File: src/rtl/ifetch_pkg.sv
// ifetch_pkg: shared types, constants and jump-target helper for the instruction fetch unit
package ifetch_pkg;
  localparam int XLEN = 32;
  localparam int INSN_BYTES = 4;
  localparam logic [5:0] OP_J = 6'b000010;
  localparam logic [5:0] OP_JAL = 6'b000011;
  typedef struct packed {
    logic [XLEN-1:0] pc;
    logic [XLEN-1:0] insn;
  } fetch_entry_t;
  function automatic logic is_jump(input logic [XLEN-1:0] insn);
    return insn[31:26] == OP_J || insn[31:26] == OP_JAL;
  endfunction
  // Region bits come from the address after the jump, as in MIPS J/JAL.
  function automatic logic [XLEN-1:0] jump_target(input logic [XLEN-1:0] pc, input logic [XLEN-1:0] insn);
    logic [XLEN-1:0] pc4;
    pc4 = pc + XLEN'(INSN_BYTES);
    return {pc4[31:28], insn[25:0], 2'b00};
  endfunction
endpackage

File: src/rtl/ifetch_if.sv
// ifetch_if: fetch buses -- imem request/grant/response, decoder IR valid/ready, execute redirect
// master = fetch unit side, slave = environment (imem, decoder, execute) side.
interface ifetch_if;
  import ifetch_pkg::*;
  logic imem_req;
  logic [XLEN-1:0] imem_addr;
  logic imem_gnt;
  logic imem_rvalid;
  logic [XLEN-1:0] imem_rdata;
  logic ir_valid;
  logic [XLEN-1:0] ir;
  logic [XLEN-1:0] ir_pc;
  logic ir_ready;
  logic redirect_valid;
  logic [XLEN-1:0] redirect_pc;
  modport master (
    output imem_req, imem_addr, ir_valid, ir, ir_pc,
    input imem_gnt, imem_rvalid, imem_rdata, ir_ready, redirect_valid, redirect_pc
  );
  modport slave (
    input imem_req, imem_addr, ir_valid, ir, ir_pc,
    output imem_gnt, imem_rvalid, imem_rdata, ir_ready, redirect_valid, redirect_pc
  );
endinterface

File: src/rtl/ifetch_fifo.sv
// ifetch_fifo: registered FIFO of {pc, insn} fetch entries
// Ports: clk, rst (async, active-high); i_push/i_data write; i_pop advances head;
// i_flush empties (wins over push/pop); o_data is the head entry; o_count the fill level.
module ifetch_fifo import ifetch_pkg::*; #(
  parameter int DEPTH = 2,
  localparam int CW = $clog2(DEPTH + 1),
  localparam int PW = $clog2(DEPTH)
) (
  input  logic         clk,
  input  logic         rst,
  input  logic         i_push,
  input  logic         i_pop,
  input  logic         i_flush,
  input  fetch_entry_t i_data,
  output fetch_entry_t o_data,
  output logic [CW-1:0] o_count
);
  fetch_entry_t r_mem [DEPTH];
  logic [PW-1:0] r_rd, r_wr;
  logic [CW-1:0] r_count;
  logic w_push, w_pop;
  function automatic logic [PW-1:0] inc(input logic [PW-1:0] p);
    return p == PW'(DEPTH - 1) ? '0 : p + PW'(1);
  endfunction
  assign w_pop = i_pop && r_count != '0;
  assign w_push = i_push && (r_count != CW'(DEPTH) || w_pop);
  always_ff @(posedge clk or posedge rst)
    if (rst) begin
      r_rd <= '0;
      r_wr <= '0;
      r_count <= '0;
      for (int i = 0; i < DEPTH; i++) r_mem[i] <= '0;
    end else if (i_flush) begin
      r_rd <= '0;
      r_wr <= '0;
      r_count <= '0;
    end else begin
      if (w_push) r_mem[r_wr] <= i_data;
      if (w_push) r_wr <= inc(r_wr);
      if (w_pop) r_rd <= inc(r_rd);
      r_count <= r_count + CW'(w_push) - CW'(w_pop);
    end
  assign o_data = r_mem[r_rd];
  assign o_count = r_count;
endmodule

File: src/rtl/ifetch_unit.sv
// ifetch_unit: instruction fetch front end -- PC, in-order imem reads, IR buffer, redirect squash
// Ports: clk, rst (async, active-high); bus (ifetch_if.master): imem_req/addr/gnt/rvalid/rdata,
// ir_valid/ir/ir_pc/ir_ready to the decoder, redirect_valid/redirect_pc from execute.
// Optional: define IFETCH_PREDECODE_JUMP_EN to self-redirect on buffered J/JAL words.
module ifetch_unit import ifetch_pkg::*; #(
  parameter logic [XLEN-1:0] RESET_PC = '0,
  parameter int BUF_DEPTH = 2,
  parameter int MAX_OUTSTANDING = 2
) (
  input logic clk,
  input logic rst,
  ifetch_if.master bus
);
  localparam int OW = $clog2(MAX_OUTSTANDING + 1);
  localparam int QW = MAX_OUTSTANDING > 1 ? $clog2(MAX_OUTSTANDING) : 1;
  localparam int CW = $clog2(BUF_DEPTH + 1);
  logic [XLEN-1:0] r_pc;
  logic [OW-1:0] r_out, r_drop, w_out_nxt;
  logic [XLEN-1:0] r_pcq [MAX_OUTSTANDING];
  logic [QW-1:0] r_qhd, r_qtl;
  logic [CW-1:0] w_count;
  logic w_grant, w_live, w_push, w_pop, w_redir, w_jmp;
  logic [XLEN-1:0] w_rsp_pc, w_tgt;
  fetch_entry_t w_entry, w_head;
  function automatic logic [QW-1:0] qinc(input logic [QW-1:0] p);
    return p == QW'(MAX_OUTSTANDING - 1) ? '0 : p + QW'(1);
  endfunction
  assign w_rsp_pc = r_pcq[r_qhd];
  assign w_live = bus.imem_rvalid && r_drop == '0;
`ifdef IFETCH_PREDECODE_JUMP_EN
  assign w_jmp = w_live && is_jump(bus.imem_rdata);
`else
  assign w_jmp = 1'b0;
`endif
  assign w_redir = bus.redirect_valid || w_jmp;
  assign w_tgt = bus.redirect_valid ? bus.redirect_pc & ~XLEN'(3) : jump_target(w_rsp_pc, bus.imem_rdata);
  assign w_pop = bus.ir_valid && bus.ir_ready;
  // A self-redirecting jump word is still pushed; only an external redirect discards it.
  assign w_push = w_live && !bus.redirect_valid;
  assign w_entry = '{pc: w_rsp_pc, insn: bus.imem_rdata};
  // Issue only if every live in-flight word plus this one has a slot; the entry
  // the decoder drains this cycle counts as free so zero-wait memory streams 1/cycle.
  assign bus.imem_req = !rst && !w_redir && 32'(r_out) < 32'(MAX_OUTSTANDING)
    && 32'(BUF_DEPTH) - 32'(w_count) + 32'(w_pop) > 32'(r_out - r_drop);
  assign w_grant = bus.imem_req && bus.imem_gnt;
  assign w_out_nxt = r_out + OW'(w_grant) - OW'(bus.imem_rvalid);
  assign bus.imem_addr = r_pc;
  assign bus.ir_valid = w_count != '0;
  assign bus.ir = w_head.insn;
  assign bus.ir_pc = w_head.pc;
  always_ff @(posedge clk or posedge rst)
    if (rst) begin
      r_pc <= RESET_PC;
      r_out <= '0;
      r_drop <= '0;
      r_qhd <= '0;
      r_qtl <= '0;
    end else begin
      r_pc <= w_redir ? w_tgt : w_grant ? r_pc + XLEN'(INSN_BYTES) : r_pc;
      r_out <= w_out_nxt;
      r_drop <= w_redir ? w_out_nxt : (bus.imem_rvalid && r_drop != '0) ? r_drop - OW'(1) : r_drop;
      if (w_grant) r_qtl <= qinc(r_qtl);
      if (bus.imem_rvalid) r_qhd <= qinc(r_qhd);
    end
  always_ff @(posedge clk)
    if (w_grant) r_pcq[r_qtl] <= r_pc;
  ifetch_fifo #(.DEPTH(BUF_DEPTH)) u_fifo (
    .clk(clk),
    .rst(rst),
    .i_push(w_push),
    .i_pop(w_pop),
    .i_flush(bus.redirect_valid),
    .i_data(w_entry),
    .o_data(w_head),
    .o_count(w_count)
  );
  a_rvalid_orphan: assert property (@(posedge clk) disable iff (rst) !(bus.imem_rvalid && r_out == '0));
endmodule
File: src/flat_wrapper.sv
// flat-port wrapper written by rule: the top's interface ports become plain ports
module ifetch_unit_flat import ifetch_pkg::*;
#(
  parameter logic [XLEN-1:0] RESET_PC = '0,
  parameter int BUF_DEPTH = 2,
  parameter int MAX_OUTSTANDING = 2
)
  (clk, rst, bus_imem_req, bus_imem_addr, bus_ir_valid, bus_ir, bus_ir_pc, bus_imem_gnt, bus_imem_rvalid, bus_imem_rdata, bus_ir_ready, bus_redirect_valid, bus_redirect_pc);
  ifetch_if bus_i ();
  input logic clk;
  input logic rst;
  output wire logic [$bits(bus_i.imem_req)-1:0] bus_imem_req;
  output wire logic [$bits(bus_i.imem_addr)-1:0] bus_imem_addr;
  output wire logic [$bits(bus_i.ir_valid)-1:0] bus_ir_valid;
  output wire logic [$bits(bus_i.ir)-1:0] bus_ir;
  output wire logic [$bits(bus_i.ir_pc)-1:0] bus_ir_pc;
  input wire logic [$bits(bus_i.imem_gnt)-1:0] bus_imem_gnt;
  input wire logic [$bits(bus_i.imem_rvalid)-1:0] bus_imem_rvalid;
  input wire logic [$bits(bus_i.imem_rdata)-1:0] bus_imem_rdata;
  input wire logic [$bits(bus_i.ir_ready)-1:0] bus_ir_ready;
  input wire logic [$bits(bus_i.redirect_valid)-1:0] bus_redirect_valid;
  input wire logic [$bits(bus_i.redirect_pc)-1:0] bus_redirect_pc;
  assign bus_imem_req = bus_i.imem_req;
  assign bus_imem_addr = bus_i.imem_addr;
  assign bus_ir_valid = bus_i.ir_valid;
  assign bus_ir = bus_i.ir;
  assign bus_ir_pc = bus_i.ir_pc;
  assign bus_i.imem_gnt = bus_imem_gnt;
  assign bus_i.imem_rvalid = bus_imem_rvalid;
  assign bus_i.imem_rdata = bus_imem_rdata;
  assign bus_i.ir_ready = bus_ir_ready;
  assign bus_i.redirect_valid = bus_redirect_valid;
  assign bus_i.redirect_pc = bus_redirect_pc;
  ifetch_unit #(.RESET_PC(RESET_PC), .BUF_DEPTH(BUF_DEPTH), .MAX_OUTSTANDING(MAX_OUTSTANDING)) u_core (.clk(clk), .rst(rst), .bus(bus_i));
endmodule
File: config.mk
export PLATFORM = sky130hd
export DESIGN_NAME = ifetch_unit_flat
export DESIGN_NICKNAME = d
export VERILOG_FILES = /design/src/rtl/ifetch_pkg.sv /design/src/rtl/ifetch_if.sv /design/src/rtl/ifetch_fifo.sv /design/src/rtl/ifetch_unit.sv /design/src/flat_wrapper.sv
export SDC_FILE = /design/constraint.sdc
export NUM_CORES = 1
export LEC_CHECK = 0
export BUFFER_PORTS_ARGS = -buffer_cell sky130_fd_sc_hd__clkbuf_2
export CORE_MARGIN = 3
export CORE_UTILIZATION = 50
export DETAILED_ROUTE_END_ITERATION = 7
export HOLD_SLACK_MARGIN = 0.08
export PLACE_DENSITY = 0.72
export SYNTH_ARGS = -nofsm -noshare
export SYNTH_HDL_FRONTEND = slang
export SYNTH_SLANG_ARGS = --single-unit
File: constraint.sdc
create_clock -name clk -period 7.5 [get_ports clk]
set_input_delay 1.5 -clock clk [delete_from_list [all_inputs] [get_ports clk]]
set_output_delay 1.5 -clock clk [all_outputs]
set_load 0.01 [all_outputs]
==> results.ini, run 1 <==
[clock_tree]
htreeDepth=1
postCtsSetupBuffers=0
clk_latency_ps=500
clk_pin_slew_ps=60
cts_buffers=24
ctsHoldBuffers=0
clockBufferDepth=3
cts_tree=yes
cts.sinks=224
cts_root_buf=clkbuf_16
cts_resized=0

[yosys]
synth_ff_type=dfrtp_1
synth_warnings=0
synth_top_area_share=0.4028
synthTopCellsByArea=dfrtp_1, edfxtp_1, mux2_2, a21oi_1, mux2i_1
synth.cell_area_um2=10190
yosys_register_bits=224
synthArstFlopShare=0.7321
synth_cells=806
synth-edff-count=60
post_synth_num_cell_types=53
synth.avg_cell_area_um2=12.64
synth.most_common_cell=dfrtp_1
synth_seq_area_share=0.5797
synthTopCellsByCount=dfrtp_1, mux2_2, nor2_1
yosysTopAreaCell=dfrtp_1

[floorplan]
initial_core_util=0.5167
io-pin-count=168
core_um2=19720
core.rowCount=51
die_h_um=148.7
die_x_um=148.7
dieArea_um2=22120

[layout]
drive_gt1_frac=0.3627
area_growth_pct=17.81
fillers=1570
antenna_cells=0
fin_area_um2=12000
fin_nets=1053
fin_cells=1241

[power_and_ir_drop]
peakVddDrop_mv=0.1870
power.leakage_nw=5.226
power_density_nw_per_um2=384.6

[placed_design]
place.gp.congestion=0.7931
place_inst=1197
dp_hpwl_um=13710
io_buffer_count=161
pre_cts_ws_ps=1845
postPlaceCellArea_um2=11210

[sta]
finalCriticalPeriod_ps=5442
tightest_slew_ps=1052
max_clock_freq_mhz=183.7
hold_viol=0
slew_viol_final=0
rsz0062_at_grt=false
worst_slack_ps=2058
finalSetupTns_ps=0
slew_headroom=0.2988
fin_hold_ws_ps=463.9
post-route-period-util=0.7256
setup_viol=0
worst_clock_skew_ps=7.716

[grt]
grt_pass1_vias=6640
grt_start_max_net_pins=97
antenna_found_initial=0
track_usage=0.1897
grt_pass1_wl_um=34070
overflow=0

[hold_path]
hold_depth=1
hp-class=reg -> reg

[setup_path]
startpoint_type=input port
critical_path_class=in -> out
cp.required_ps=6000
r2r_cells=14
crit_fanout=16
cp-end-kind=output pin
critical_path_arrival_ps=3940

[run_status]
outcome=completed

[run]
drv_cap=0

[route]
wl_per_cell_um=16.81
drtIter0Drc=307
drc=0
wl_um=20860
first_pass_iters=5
vias=6593
avgViaCountPerCell=5.313
ant_nets=0

## cells by family after synthesis
family / share of synthesized area
compound gates: 0.08512
xor+xnor: 0.02063
fa+ha+maj: 0.03144
buf+inv: 0.03304
flops: 0.5797
mux: 0.1740
other cells: 0.0003681
simple gates: 0.07566
## flip-flops by register name (all words and copies together) (netlist names)
register	count
u_core.r_qtl	1
u_core.bus.imem_addr	30
u_core.r_out	2
u_core.u_fifo.r_rd	1
u_core.r_qhd	1
u_core.r_pcq	60
u_core.u_fifo.r_mem	124
u_core.r_drop	2
u_core.u_fifo.r_wr	1
u_core.u_fifo.o_count	2
## power breakdown
part / leakage, nW / internal (mW) / total [mW] / switching, mW
Combinational: 2.29 / 0.780 / 1.59 / 0.807
Clock: 0.392 / 0.721 / 1.18 / 0.458
Sequential: 2.54 / 1.63 / 1.85 / 0.220
Total: 5.23 / 3.13 / 4.62 / 1.48
## worst max-delay path: stages
cell	delay, ps
clkbuf_2	70
nor2b_1	360
ha_1	250
nand2b_1	60
ha_1	260
inv_1	30
ha_1	280
o21ai_1	140
a21oi_1	80
o41ai_4	290
buf_4	330
a21boi_0	130
clkbuf_2	150
## routing by layer
metal | wire length (µm) | GRT usage | up-vias
met4 | 372 | 0.04989 | 0
met1 | 9653 | 0.2752 | 3171
li1 | - | - | 3191
met5 | 0 | 0 | -
met2 | 9726 | 0.3044 | 203
met3 | 1112 | 0.02674 | 28
## path summary, 6_finish.rpt
| kind | startpoint | end | slack, ps |
|---|---|---|---|
| hold reg to reg | u_core.r_qhd | u_core.r_qhd | 460 |
| setup reg to reg | u_core.u_fifo.o_count[0] | u_core.r_pcq[0][12] | 2660 |
| max in group asynchronous | rst | u_core.u_fifo.r_rd | 4900 |
| min in group asynchronous | rst | u_core.bus.imem_addr[26] | 1180 |
| setup / recovery | bus_ir_ready | bus_imem_req | 2060 |
| hold / removal | u_core.r_qhd | u_core.r_qhd | 460 |
## area by class of cell
| class | count | area, µm² | share of cell area |
|---|---|---|---|
| clock buffer | 31 | 658.1 | 0.05484 |
| clock inverter | 13 | 137.6 | 0.01147 |
| inverter | 30 | 117.6 | 0.009800 |
| multi-input combinational | 507 | 3969 | 0.3307 |
| sequential | 224 | 5907 | 0.4922 |
| tap | 265 | 331.6 | 0.02763 |
| timing repair buffer | 171 | 880.8 | 0.07339 |
## per-stage QoR
stage / power [mW] / util
finish: 4.615 / 0.6087
floorplan: 2.958 / -
detailed placement: 3.473 / 0.5683
global placement: 3.425 / 0.5683
global route: 4.920 / 0.6087
CTS: 4.674 / 0.6087
## cell usage in the layout, fill, tap and decap left out, drive strengths merged, types with 2 or more instances in the layout
cell	instances
clkbuf	192
dfrtp	164
mux2	129
nor2	78
a21oi	65
edfxtp	60
nand2	38
mux2i	32
inv	31
ha	24
o21ai	22
xnor2	21
nand3	17
a2111oi	13
buf	10
clkinv	9
nand4	7
nor3	6
or3	4
or4	4
o311ai	4
a221o	4
conb	4
nand2b	3
xor2	3
a211o	3
and3	3
bufinv	3
and4	3
and2	3
o211ai	2
nor2b	2
or2	2
a211oi	2
No activity file was read; power rests on OpenSTA's default activity.
==> inputs of run 2 (changes only) <==
clock period = 5.1 ns   (was 7.5 ns; I/O delays follow)
==> run 2 against run 1 <==
Effect of this change:
- combinational power rose by 47%
- sequential cell count unchanged
- critical path depth fell by 1
- worst setup slack worse by 1500 ps
- first-iteration DRC count rose by 10%
- routed wire length is 3.9% higher
- die area unchanged
- sequential share of layout area decreased by 0.56 points
- power increased by 51%
- cell count grew 0.48%
- hold slack gained 36 ps
- largest cell class unchanged
==> results.ini, run 2 (synthesis gave the netlist of run 1 again) <==
[setup_path]
r2r_cells=14
startpoint_type=flip-flop
critical_path_class=reg -> out
cp.required_ps=4080
cp-end-kind=output pin
critPathLaunch=u_core.u_fifo.o_count[0]
critical_path_arrival_ps=3510
reg2reg_from=u_core.u_fifo.o_count[0]
crit_fanout=6

[grt]
grt_start_max_net_pins=67
grt_pass1_wl_um=35230
grt_pass1_vias=6544
antenna_found_initial=0
track_usage=0.1966
overflow=0

[floorplan]
initial_core_util=0.5167
io-pin-count=168
core_um2=19720
die_x_um=148.7
die_h_um=148.7
core.rowCount=51
dieArea_um2=22120

[power_and_ir_drop]
clkPwrFrac=0.268
peakVddDrop_mv=0.2670
internal_power_mw=4.731
netSwitchingPower_mw=2.223
comb_power_share=0.337
swShare=0.3196
seqPwrFrac=0.395
power_density_nw_per_um2=572.8
power.leakage_nw=5.288

[sta]
max_clock_freq_mhz=220.7
fin_hold_ws_ps=500.2
slew_viol_final=0
slew_headroom=0.3047
tightest_slew_ps=1041
finalSetupTns_ps=0
hold_viol=0
rsz0062_at_grt=false
worst_clock_skew_ps=9.268
finalCriticalPeriod_ps=4531
post-route-period-util=0.8885
setup_viol=0

[route]
drc=0
top_layer=met4
wl_met1_um=9976
avgViaCountPerCell=5.355
wl_met3_um=1260
wl_per_cell_um=17.39
drtIter0Drc=338
wl_um=21680
first_pass_iters=5
ant_nets=0
vias=6678
met2_length_um=10130

[layout]
antenna_cells=0
largest_register_ffs=124
fin_area_um2=12140
layout_commonest_cell=dfrtp_1
regMostFlops=u_core.u_fifo.r_mem
area_growth_pct=19.17
fin_nets=1059
final_cell_mix=dfrtp_1, clkbuf_2, mux2_2, nor2_1, a21oi_1
drive_gt1_frac=0.3717

[clock_tree]
postCtsSetupBuffers=0
clk_pin_slew_ps=60
clockBufferDepth=3
cts_root_buf=clkbuf_16
ctsHoldBuffers=0
htreeDepth=1
cts_resized=0
cts_buffers=24
cts.sinks=224
cts_tree=yes
clk_latency_ps=510

[hold_path]
hold_depth=1
worstHoldStart=u_core.u_fifo.r_mem[5]
hp-class=reg -> reg

[placed_design]
io_buffer_count=161
place.gp.congestion=0.8144
dp_hpwl_um=14350
postPlaceCellArea_um2=11270

[run]
drv_cap=0

[run_status]
outcome=completed

run 2: area by class of cell:
type / count / area [µm²]
well taps: 265 / 331.6
repair buffers: 177 / 950.9
fillers: 1593 / 7577
clock inverters: 14 / 201.4
multi-input cells: 507 / 3969
flip-flops and latches: 224 / 5907
clock buffers: 30 / 664.4
inverters: 30 / 116.4
run 2: critical path, stage by stage, from the launching register on:
cell and delay [ps]:
dfrtp_1 450, inv_1 90, ha_1 240, nor2b_1 380
ha_1 260, nand2_1 60, ha_1 270, inv_1 40
ha_1 280, and4_4 180, a2111oi_4 380, a21boi_0 230
clkbuf_2 160
run 2: through the flow:
| stage | instances | util | power, mW | worst slack [ps] |
|---|---|---|---|---|
| finish | 1247 | 0.6157 | 6.954 | 568.6 |
| global route | 1247 | 0.6157 | 7.402 | 282.6 |
| CTS | 1247 | 0.6157 | 7.035 | 518.8 |
| detailed placement | 1203 | 0.5718 | 5.132 | 474.6 |
| global placement | 1203 | 0.5718 | 5.049 | 521.2 |
| floorplan | 809 | - | 4.350 | 99.93 |
run 2: worst paths after layout:
path | slack (ps) | endpoint
setup / recovery | 570 | bus_imem_req
hold / removal | 500 | u_core.u_fifo.r_mem[5]
setup reg to reg | 820 | u_core.r_pcq[0][7]
hold reg to reg | 500 | u_core.u_fifo.r_mem[5]
max in group asynchronous | 3470 | u_core.u_fifo.r_mem[25]
min in group asynchronous | 780 | u_core.bus.imem_addr[27]
run 2: routing by layer:
layer	vias up	GRT usage
met4	0	0.04394
met3	26	0.03494
met5	-	0
li1	3197	-
met1	3258	0.2879
met2	197	0.3110
run 2: power by group through the flow:
stage	clock network (mW)	logic (mW)	registers [mW]
final	1.86	2.34	2.75
after global routing	1.99	2.60	2.82
after CTS	1.91	2.38	2.75
after detailed placement	0	2.36	2.77
after global placement	0	2.31	2.74
after floorplan	0	1.70	2.65
==> inputs of run 3 (changes only) <==
--- a/config.mk
+++ b/config.mk
@@ -10,2 +10,3 @@
 export CORE_UTILIZATION = 50
+export CTS_BUF_LIST = sky130_fd_sc_hd__clkbuf_16
 export DETAILED_ROUTE_END_ITERATION = 7
==> constraint.sdc (replaced) <==
create_clock -name clk -period 5.1 [get_ports clk]
set_input_delay 0.51 -clock clk [delete_from_list [all_inputs] [get_ports clk]]
set_output_delay 0.51 -clock clk [all_outputs]
set_load 0.01 [all_outputs]
==> run 3 against run 2 <==
Effect of this change:
- non-clock buffer count is 3 lower
- register-to-register slack better by 230 ps
- cell count is 0.24% lower
- via count is 0.24% higher
==> results.ini, run 3 (synthesis gave the netlist of run 1 again) <==
[layout]
fillers=1608
layout_commonest_cell=dfrtp_1
fin_nets=1056
final_cell_mix=dfrtp_1, clkbuf_2, mux2_2, nor2_1, a21oi_1
fin_util=0.6113
antenna_cells=0
largest_register_ffs=124
area_growth_pct=18.31
drive_gt1_frac=0.3647
regMostFlops=u_core.u_fifo.r_mem

[power_and_ir_drop]
internal_power_mw=4.622
swShare=0.3230
netSwitchingPower_mw=2.205
peakVddDrop_mv=0.3466
power_density_nw_per_um2=566.4
power.leakage_nw=5.275
seqPwrFrac=0.404
comb_power_share=0.339
clkPwrFrac=0.256

[route]
drtIter0Drc=293
wl_per_cell_um=17.03
ant_nets=0
drc=0
first_pass_iters=4
avgViaCountPerCell=5.381
vias=6694
wl_um=21180

[placed_design]
dp_hpwl_um=13900
io_buffer_count=161
place.gp.congestion=0.7688

[sta]
tightest_slew_ps=1123
slew_viol_final=0
slew_headroom=0.2495
max_clock_freq_mhz=240.0
setup_viol=0
worst_clock_skew_ps=5.570
rsz0062_at_grt=false
finalSetupTns_ps=0
finalCriticalPeriod_ps=4166
hold_viol=0
post-route-period-util=0.8169

[clock_tree]
cts_tree=yes
clk_pin_slew_ps=60
ctsHoldBuffers=0
htreeDepth=1
clk_latency_ps=500
postCtsSetupBuffers=0
clockBufferDepth=3
cts_resized=0
cts_buffers=24
cts_root_buf=clkbuf_16
cts.sinks=224

[run_status]
outcome=completed

[grt]
grt_start_max_net_pins=93
antenna_found_initial=0
overflow=0
grt_pass1_wl_um=34420
track_usage=0.1909
grt_pass1_vias=6766

[setup_path]
startpoint_type=flip-flop
crit_fanout=16
cp-end-kind=output pin
critical_path_arrival_ps=3660
cp.required_ps=4590
ff2ff_setup_slack_ps=1050
critical_path_class=reg -> out

[floorplan]
core.rowCount=51
die_h_um=148.7
initial_core_util=0.5167
io-pin-count=168
dieArea_um2=22120
die_x_um=148.7
core_um2=19720

[hold_path]
hp-class=in -> async

[run]
drv_cap=0

## run 3: through the flow
stage / cell area (µm²) / hold slack, ps / instances / total power [mW] / worst slack (ps)
after CTS: 12050 / 188.8 / 1244 / 6.908 / 865.8
after floorplan: 10200 / 460.3 / 809 / 4.350 / 156.7
after global placement: 11240 / 483.7 / 1200 / 5.047 / 1143
after detailed placement: 11240 / 491.4 / 1200 / 5.125 / 1068
final: 12050 / 163.5 / 1244 / 6.827 / 934.0
after global routing: 12050 / 205.0 / 1244 / 7.277 / 629.0
## run 3: metal layers
layer / track usage / part of all wire / up-vias
met5: 0 / 0 / -
met4: 0.04668 / 0.020 / 0
met3: 0.03099 / 0.050 / 37
met2: 0.3117 / 0.46 / 183
met1: 0.2713 / 0.47 / 3276
li1: - / - / 3198
## run 3: final cells by class
cell class | count | area (µm²) | share of cell area
clock buffers | 26 | 650.6 | 0.05398
clock inverters | 18 | 161.4 | 0.01339
inverters | 30 | 117.6 | 0.009758
multi-input cells | 507 | 3969 | 0.3293
flip-flops and latches | 224 | 5907 | 0.4901
well taps | 265 | 331.6 | 0.02751
repair buffers | 174 | 915.9 | 0.07599
## run 3: worst max-delay path, stage by stage (launching register included)
cell and delay, ps:
dfrtp_1 450, inv_1 90, ha_1 230, nor2b_1 340, ha_1 250, nand2b_1 70
ha_1 270, inv_1 40, ha_1 280, o21ai_1 130, a21oi_1 80, o41ai_4 290
buf_4 320, a21boi_0 160, clkbuf_2 150
## run 3: power groups by stage
stage | clock (mW) | sequential (mW) | combinational, mW
2_1_floorplan | 0 | 2.65 | 1.70
3_3_place_gp | 0 | 2.76 | 2.28
3_5_place_dp | 0 | 2.79 | 2.33
4_1_cts | 1.79 | 2.76 | 2.36
5_1_grt | 1.86 | 2.83 | 2.58
6_report | 1.75 | 2.76 | 2.32
## run 3: path summary, 6_finish.rpt
path                                     startpoint                  endpoint  cells after the start
max                        u_core.u_fifo.o_count[0]              bus_imem_req                     14
min                                             rst  u_core.bus.imem_addr[26]                      2
max reg2reg                u_core.u_fifo.o_count[0]          u_core.r_drop[1]                     19
min reg2reg                 u_core.u_fifo.r_mem[95]   u_core.u_fifo.r_mem[95]                      1
max in group asynchronous                       rst   u_core.u_fifo.r_mem[77]                      3
min in group clk                bus_redirect_pc[29]  u_core.bus.imem_addr[29]                      3
